$ cat src/rtl/fifo_uart_pkg.sv
// fifo_uart_pkg: shared types and constants for the FIFO-fed UART transmitter.
package fifo_uart_pkg;
   localparam int DEF_DW = 8;
   localparam int DEF_DIV_W = 16;
   localparam int MIN_DIV = 2;
   typedef enum logic [2:0] {IDLE, WAIT, START, DATA, STOP} state_t;
endpackage

$ cat src/rtl/fifo_uart_tx_if.sv
// fifo_uart_tx_if: FIFO read-port handshake between the transmitter (master) and the FIFO (slave).
interface fifo_uart_tx_if
   import fifo_uart_pkg::*;
#(
   parameter int DW = DEF_DW
);
   logic empty_in;
   logic r_en_out;
   logic [DW-1:0] r_data_in;
   modport master (input empty_in, input r_data_in, output r_en_out);
   modport slave (output empty_in, output r_data_in, input r_en_out);
endinterface

$ cat src/rtl/fifo_uart_tx_baud_cnt.sv
// uart_baud_cnt: latches the clamped divisor at frame start and pulses bit_done at the end of every bit.
module uart_baud_cnt
   import fifo_uart_pkg::*;
#(
   parameter int DIV_W = DEF_DIV_W
) (
   input  logic             r_clk,
   input  logic             r_rst_n_in,
   input  logic             load,
   input  logic             run,
   input  logic [DIV_W-1:0] baud_div,
   output logic             bit_done
);
   logic [DIV_W-1:0] div_q;
   logic [DIV_W-1:0] cnt;
   assign bit_done = run && cnt == div_q - DIV_W'(1);
   always_ff @(posedge r_clk or negedge r_rst_n_in) begin
      if (!r_rst_n_in) begin
         div_q <= '0;
         cnt <= '0;
      end else if (load) begin
         div_q <= baud_div < DIV_W'(MIN_DIV) ? DIV_W'(MIN_DIV) : baud_div;
         cnt <= '0;
      end else if (run) begin
         cnt <= bit_done ? '0 : cnt + DIV_W'(1);
      end
   end
endmodule

$ cat src/rtl/fifo_uart_tx.sv
// fifo_uart_tx: pulls bytes from a FIFO and sends them as 8N1 frames, LSB first, idle-high line.
module fifo_uart_tx
   import fifo_uart_pkg::*;
#(
   parameter int DW = DEF_DW,
   parameter int DIV_W = DEF_DIV_W
) (
   input  logic             r_clk,
   input  logic             r_rst_n_in,
   input  logic             tx_enable,
   input  logic [DIV_W-1:0] baud_div,
   fifo_uart_tx_if.master   fifo,
   output logic             tx_out,
   output logic             busy_out,
   output logic [15:0]      frame_cnt_out
);
   localparam int IDX_W = DW > 1 ? $clog2(DW) : 1;
   state_t state;
   logic [DW-1:0] sh;
   logic [IDX_W-1:0] idx;
   logic bit_done;
   // Gated by reset so no read is issued while the block is held in reset.
   assign fifo.r_en_out = r_rst_n_in && state == IDLE && tx_enable && !fifo.empty_in;
   assign busy_out = state != IDLE;
   uart_baud_cnt #(.DIV_W(DIV_W)) u_baud (
      .r_clk      (r_clk),
      .r_rst_n_in (r_rst_n_in),
      .load       (state == WAIT),
      .run        (state inside {START, DATA, STOP}),
      .baud_div   (baud_div),
      .bit_done   (bit_done)
   );
   always_ff @(posedge r_clk or negedge r_rst_n_in) begin
      if (!r_rst_n_in) begin
         state <= IDLE;
         tx_out <= 1'b1;
         sh <= '0;
         idx <= '0;
         frame_cnt_out <= '0;
      end else begin
         case (state)
            IDLE: if (fifo.r_en_out) state <= WAIT;
            WAIT: begin
               sh <= fifo.r_data_in;
               tx_out <= 1'b0;
               state <= START;
            end
            START: if (bit_done) begin
               tx_out <= sh[0];
               sh <= sh >> 1;
               idx <= '0;
               state <= DATA;
            end
            DATA: if (bit_done) begin
               if (idx == IDX_W'(DW - 1)) begin
                  tx_out <= 1'b1;
                  state <= STOP;
               end else begin
                  tx_out <= sh[0];
                  sh <= sh >> 1;
                  idx <= idx + IDX_W'(1);
               end
            end
            STOP: if (bit_done) begin
               frame_cnt_out <= frame_cnt_out + 16'd1;
               state <= IDLE;
            end
            default: state <= IDLE;
         endcase
      end
   end
endmodule

$ cat src/flat_wrapper.sv
// flat-port wrapper written by rule: the top's interface ports become plain ports
module fifo_uart_tx_flat import fifo_uart_pkg::*;
#(
   parameter int DW = DEF_DW,
   parameter int DIV_W = DEF_DIV_W
)
  (r_clk, r_rst_n_in, tx_enable, baud_div, tx_out, busy_out, frame_cnt_out, fifo_empty_in, fifo_r_data_in, fifo_r_en_out);
  fifo_uart_tx_if #(.DW(DW)) fifo_i ();
  input  logic r_clk;
  input  logic r_rst_n_in;
  input  logic tx_enable;
  input  logic [DIV_W-1:0] baud_div;
  output logic tx_out;
  output logic busy_out;
  output logic [15:0] frame_cnt_out;
  input wire logic [$bits(fifo_i.empty_in)-1:0] fifo_empty_in;
  input wire logic [$bits(fifo_i.r_data_in)-1:0] fifo_r_data_in;
  output wire logic [$bits(fifo_i.r_en_out)-1:0] fifo_r_en_out;
  assign fifo_i.empty_in = fifo_empty_in;
  assign fifo_i.r_data_in = fifo_r_data_in;
  assign fifo_r_en_out = fifo_i.r_en_out;
  fifo_uart_tx #(.DW(DW), .DIV_W(DIV_W)) u_core (.r_clk(r_clk), .r_rst_n_in(r_rst_n_in), .tx_enable(tx_enable), .baud_div(baud_div), .fifo(fifo_i), .tx_out(tx_out), .busy_out(busy_out), .frame_cnt_out(frame_cnt_out));
endmodule
$ cat config.mk
export PLATFORM = sky130hd
export DESIGN_NAME = fifo_uart_tx_flat
export DESIGN_NICKNAME = d
export VERILOG_FILES = /design/src/rtl/fifo_uart_pkg.sv /design/src/rtl/fifo_uart_tx_if.sv /design/src/rtl/fifo_uart_tx_baud_cnt.sv /design/src/rtl/fifo_uart_tx.sv /design/src/flat_wrapper.sv
export SDC_FILE = /design/constraint.sdc
export NUM_CORES = 1
export LEC_CHECK = 0
export CORE_MARGIN = 2
export CORE_UTILIZATION = 35
export DETAILED_ROUTE_END_ITERATION = 12
export PLACE_DENSITY = 0.65
export SYNTH_ARGS = -nofsm -noshare
export SYNTH_HDL_FRONTEND = slang
export SYNTH_SLANG_ARGS = --single-unit
$ cat constraint.sdc
create_clock -name r_clk -period 4.2 [get_ports r_clk]
set_input_delay 1.26 -clock r_clk [delete_from_list [all_inputs] [get_ports r_clk]]
set_output_delay 1.26 -clock r_clk [all_outputs]
set_load 0.05 [all_outputs]
==> results of run 1 <==
[worst max-delay path, stage by stage]
cell             delay [ps]
clkdlybuf4s50_1         390
nand3b_1                170
nor2_1                  190
buf_12                  170
[flip-flops by register name, summed over array words and instances, names as in the netlist]
signal and count:
u_core.idx 3, u_core.state 3, u_core.sh 8, u_core.u_baud.cnt 16
u_core.tx_out 1, u_core.frame_cnt_out 16, u_core.u_baud.div_q 16
[metrics by stage]
step / worst slack (ps) / instance area, um^2
floorplan: 871 / 3730
global placement: 770 / 4330
detailed placement: 755 / 4330
CTS: 749 / 4550
global route: 681 / 4550
finish: 765 / 4550
[path summary, 6_finish.rpt]
check / depth (start not counted) / start / slack (ps) / end
max: 4 / fifo_empty_in / 760 / fifo_r_en_out
min: 1 / u_core.frame_cnt_out[15] / 470 / u_core.frame_cnt_out[15]
max reg2reg: 10 / u_core.u_baud.div_q[0] / 870 / u_core.sh[2]
min reg2reg: 1 / u_core.frame_cnt_out[15] / 470 / u_core.frame_cnt_out[15]
max in group asynchronous: 2 / r_rst_n_in / 2470 / u_core.u_baud.cnt[14]
min in group asynchronous: 2 / r_rst_n_in / 1190 / u_core.u_baud.div_q[2]
[power by group through the flow]
stage	clock network [W]	logic (W)	registers [W]
5_1_grt	0.000635	0.000997	0.00101
4_1_cts	0.000609	0.000902	0.000973
6_report	0.000593	0.000894	0.000975
2_1_floorplan	0	0.000748	0.000877
3_5_place_dp	0	0.000896	0.000980
3_3_place_gp	0	0.000864	0.000971
[final cells by class]
class / count / area [um^2]
Fill cell: 997 / 5780
Timing Repair Buffer: 52 / 523
Multi-Input combinational cell: 316 / 2040
Clock buffer: 9 / 124
Sequential cell: 63 / 1580
Tap cell: 136 / 170
Clock inverter: 7 / 96.3
Inverter: 4 / 15.0
[routing by layer]
layer	wire length (um)	GRT usage
met4	70	0.0362
met2	3850	0.252
met1	4300	0.221
met3	534	0.0490
met5	0	0
[cell usage after synthesis (all sizes together), types with 4 or more instances]
cell type,count
nor2,20
and3,8
nor3b,4
a22o,4
or3,4
dfrtp,62
or2,5
nor4,11
clkbuf,15
o21ai,10
ha,5
or4,6
nor3,7
inv,4
xor2,6
nor2b,4
a221o,7
xnor2,28
nand2,84
nand3,22
nand4,17
buf,5
and4,4
and2,10
a21oi,9
mux2,9
[cells by family after synthesis]
logic type	after synthesis
simple gates	219
xor+xnor	34
compound gates	49
buf+inv	24
fa+ha+maj	5
mux	9
flops	63
==> flow_summary.toml, run 1 <==
[status]
status = "finished, final reports clean"

[layout]
num-nets-final = 479
most-common-layout-cells = "nand2_1 (84), dfrtp_1 (62), clkdlybuf4s50_1 (44)"
postLayoutCoreUtil = 0.441
drive_gt1_frac = 0.113
syn_to_final_growth_pct = 21.9
num_antenna_cells = 0
final_common_cell = "nand2_1"
stdcell_count = 587

[critical_path]
arrival_ps = 2180
critPathLaunchType = "input pin"
endpoint_kind = "output port"
crit_type = "input pin to output port"
cp_max_fo = 2
required_ps = 2940

[clock_tree]
cts_tree = "built"
path_clk_slew_ps = 70
cts.root.buffer_cell = "clkbuf_8"
cts_max_path_buffers = 2
cts_setup_buffers = 0
cts-hold-fix-buffers = 0
post_cts_resized = 0
cts_sinks = 63
h-tree-depth = 3
clock_latency_ps = 350
cts_made_buffers = 9

[global_routing]
grt_pass1_wl_um = 14600
antenna_found_initial = 0
track_usage = 0.161
gr-total-overflow = 0
grt_pass1_vias = 3005
grt_max_degree = 64

[route]
drt-initial-drc-count = 244
num_vias = 3156
drc_errors = 0
wl_per_cell_um = 14.9
ant_nets = 0
vias_per_cell = 5.38
dr.pass1.iters = 5
postRouteWirelength_um = 8760

[sta]
hold_viol = 0
clock_skew_ps = 15.0
fin_crit_sh = 0.818
finalCriticalPeriod_ps = 3440
setup_viol = 0
fmax_mhz = 291
rsz0062_at_grt = "false"
whs_ps = 472
drv_slew = 0
slew_headroom = 0.385
tightest_slew_ps = 923
finalSetupTns_ps = 0

[synth]
muxShareOfSynthArea = 0.0282
synth-seq-area-share = 0.423
synth_xor_area_frac = 0.0798
synth_fa_ha_area_frac = 0.0168
synth.top_cell.area_share = 0.416
synth-async-reset-ratio = 1.00
synth_edf_count = 0
synth_nets = 436
synth-compound-area-share = 0.103
synth.area.top_cells = "dfrtp_1 (42%), nand2_1 (8.4%), xnor2_1 (6.6%)"
yosys.area.top_type = "dfrtp_1"
yosys_warnings = 0
synth_top_family_by_area = "simple AND/OR/NAND/NOR gates"
synth_seq_cells = 63
synth_top_flop_cell = "dfrtp_1"
synthCells = 403
postSynthAreaPerCell_um2 = 9.26
synth_cell_types = 58
synth_area_um2 = 3730
synthSimpleGateAreaFrac = 0.317

[pwr]
leakagePower_nw = 1.91
power_frac_seq = 0.396
power.switching_w = 0.000981
switching_share = 0.398
internal_power_w = 0.00148
powerDensity_nw_per_um2 = 541
total_power_w = 0.00246
pwr-share-clk = 0.241
p_comb_frac = 0.363
ir_worst_vdd_mv = 0.210

[placed_design]
hpwl_um = 6020
gp_congestion = 0.774
io_buffers = 46
dp_cells = 571

[floorplan]
pin_count = 47
die_y_um = 107
dieArea_um2 = 11500
coreArea_um2 = 10300
num_rows = 37
start_util = 0.362
dieWidth_um = 107

[hold_path]
min_path_type = "flip-flop to flip-flop"

[flow_run]
max_cap_violations = 0
Note: power is estimated with default switching activity, not from simulation.
==> run 2: changes to the inputs <==
--- a/config.mk
+++ b/config.mk
@@ -8,7 +8,7 @@
 export CORE_MARGIN = 2
 export CORE_UTILIZATION = 35
 export DETAILED_ROUTE_END_ITERATION = 12
-export PLACE_DENSITY = 0.65
+export PLACE_DENSITY = 0.67
 export SYNTH_ARGS = -nofsm -noshare
 export SYNTH_HDL_FRONTEND = slang
 export SYNTH_SLANG_ARGS = --single-unit
==> constraint.sdc (replaced) <==
create_clock -name r_clk -period 2.95 [get_ports r_clk]
set_input_delay 0.885 -clock r_clk [delete_from_list [all_inputs] [get_ports r_clk]]
set_output_delay 0.885 -clock r_clk [all_outputs]
set_load 0.05 [all_outputs]
==> flow_summary.toml, run 2 (synthesis results as in run 1) <==
[status]
status = "finished, final reports clean"

[floorplan]
dieWidth_um = 107
num_rows = 37
start_util = 0.362
coreArea_um2 = 10300
pin_count = 47
dieArea_um2 = 11500
die_y_um = 107

[global_routing]
gr-total-overflow = 0
grt_pass1_wl_um = 15700
grt_pass1_vias = 3251
grt_max_degree = 64
track_usage = 0.172
antenna_found_initial = 0

[layout]
multi_input_comb_area_um2 = 2130
num_antenna_cells = 0
ff_latch_area_um2 = 1580
final_common_cell = "nand2_1"
num-nets-final = 509
n_fill_cell = 962
drive_gt1_frac = 0.198
biggestRegsByFlops = "u_core.frame_cnt_out x16, u_core.u_baud.cnt x16, u_core.u_baud.div_q x16"
most-common-layout-cells = "nand2_1 (84), dfrtp_1 (62), clkdlybuf4s50_1 (44)"
postLayoutCoreUtil = 0.472
syn_to_final_growth_pct = 30.7

[critical_path]
cpMaxStageDelayCell = "dfrtp_1"
crit_type = "flip-flop to flip-flop"
endpoint_kind = "flip-flop"
critPathLaunchType = "flip-flop"
path_cells = "inv_2, ha_4, or3b_4, or3_4, a2111oi_4, nand4_2, nor4_4, buf_4, a31oi_4, mux2_4"
arrival_ps = 3180
critPathTopFamily = "simple AND/OR/NAND/NOR gates"
required_ps = 3180
cp_max_fo = 8
crit_buf_inv = 2
max_stage_delay_ps = 420

[route]
dr.pass1.iters = 4
wl_met2_um = 4440
drc_errors = 0
top_layer = "met4"
postRouteWirelength_um = 9440
num_vias = 3284
wl_met3_um = 554
met1Wirelength_um = 4350
ant_nets = 0
wl_per_cell_um = 15.3
vias_per_cell = 5.32
drt-initial-drc-count = 253

[flow_run]
max_cap_violations = 0

[sta]
finalSetupTns_ps = 0
tightest_slew_ps = 814
setup_ws_ps = 5.85
fin_crit_sh = 0.998
fmax_mhz = 340
finalCriticalPeriod_ps = 2940
rsz0062_at_grt = "true"
setup_viol = 0
whs_ps = 475
drv_slew = 0
slew_headroom = 0.458
clock_skew_ps = 13.9
hold_viol = 0

[clock_tree]
h-tree-depth = 3
cts_max_path_buffers = 2
cts_tree = "built"
path_clk_slew_ps = 80
clock_latency_ps = 350
cts_sinks = 63
cts_made_buffers = 9
cts.root.buffer_cell = "clkbuf_8"

[pwr]
powerDensity_nw_per_um2 = 779
total_power_w = 0.00380
leakagePower_nw = 2.10
ir_worst_vdd_mv = 0.368

[placed_design]
place_ws_ps = -82.8
hpwl_um = 6400
io_buffers = 46
gp_congestion = 0.851

[hold_path]
min_path_type = "flip-flop to flip-flop"
## run 2: stage by stage
| stage | cells | area, um^2 |
|---|---|---|
| after floorplan | 403 | 3740 |
| after global placement | 590 | 4460 |
| after detailed placement | 590 | 4460 |
| after CTS | 609 | 4740 |
| after global routing | 617 | 4880 |
| final | 617 | 4880 |
## run 2: area by class of cell
cell class	instances	area share
clock inverter	7	0.0210
tap	136	0.0349
clock buffer	9	0.0254
sequential	63	0.323
inverter	4	0.00308
timing repair buffer	82	0.156
multi-input combinational	316	0.436
## run 2: power breakdown
| part | total, W | switching (W) | internal (W) | leakage [nW] |
|---|---|---|---|---|
| Sequential | 0.00135 | 0.000271 | 0.00108 | 0.812 |
| Combinational | 0.00158 | 0.000847 | 0.000730 | 1.18 |
| Clock | 0.000870 | 0.000384 | 0.000486 | 0.111 |
| Total | 0.00380 | 0.00150 | 0.00230 | 2.10 |
## run 2: layer usage
layer / vias to the layer above / GRT usage
met1: 1594 / 0.232
met4: 0 / 0.0492
li1: 1597 / -
met2: 84 / 0.269
met5: - / 0
met3: 9 / 0.0490
## run 2: timing repair
action                                  CTS  global route
buffers inserted                          3             7
endpoints found under the setup margin   29            43
pin swaps                                 6             8
resized for setup                         9            21
gates cloned                              0             1
hold buffers                              0             0
hold endpoints to repair                  0             0
## run 2: worst paths after layout
| kind | start | to | slack, ps | cells after the start |
|---|---|---|---|---|
| worst min-delay path | u_core.frame_cnt_out[15] | u_core.frame_cnt_out[15] | 480 | 1 |
| worst max register to register | u_core.u_baud.div_q[0] | u_core.sh[4] | 6 | 10 |
| worst max-delay path | u_core.u_baud.div_q[0] | u_core.sh[4] | 6 | 10 |
| max in group asynchronous | r_rst_n_in | u_core.u_baud.cnt[0] | 1600 | 2 |
| min in group asynchronous | r_rst_n_in | u_core.u_baud.div_q[3] | 820 | 2 |
| worst min register to register | u_core.frame_cnt_out[15] | u_core.frame_cnt_out[15] | 480 | 1 |
## run 2: worst register-to-register path, cell delays in order, from the launching register on
cell and delay [ps]:
dfrtp_1 420, inv_2 90, ha_4 130, or3b_4 370, or3_4 380, a2111oi_4 300
nand4_2 170, nor4_4 270, buf_4 190, a31oi_4 160, mux2_4 340
==> run 3: changes to the inputs <==
--- a/config.mk
+++ b/config.mk
@@ -5,6 +5,7 @@
 export SDC_FILE = /design/constraint.sdc
 export NUM_CORES = 1
 export LEC_CHECK = 0
+export CAP_MARGIN = 10
 export CORE_MARGIN = 2
 export CORE_UTILIZATION = 35
 export DETAILED_ROUTE_END_ITERATION = 12
==> results of run 3 <==
No change in the layout: final DEF, timing and power equal those of run 2.
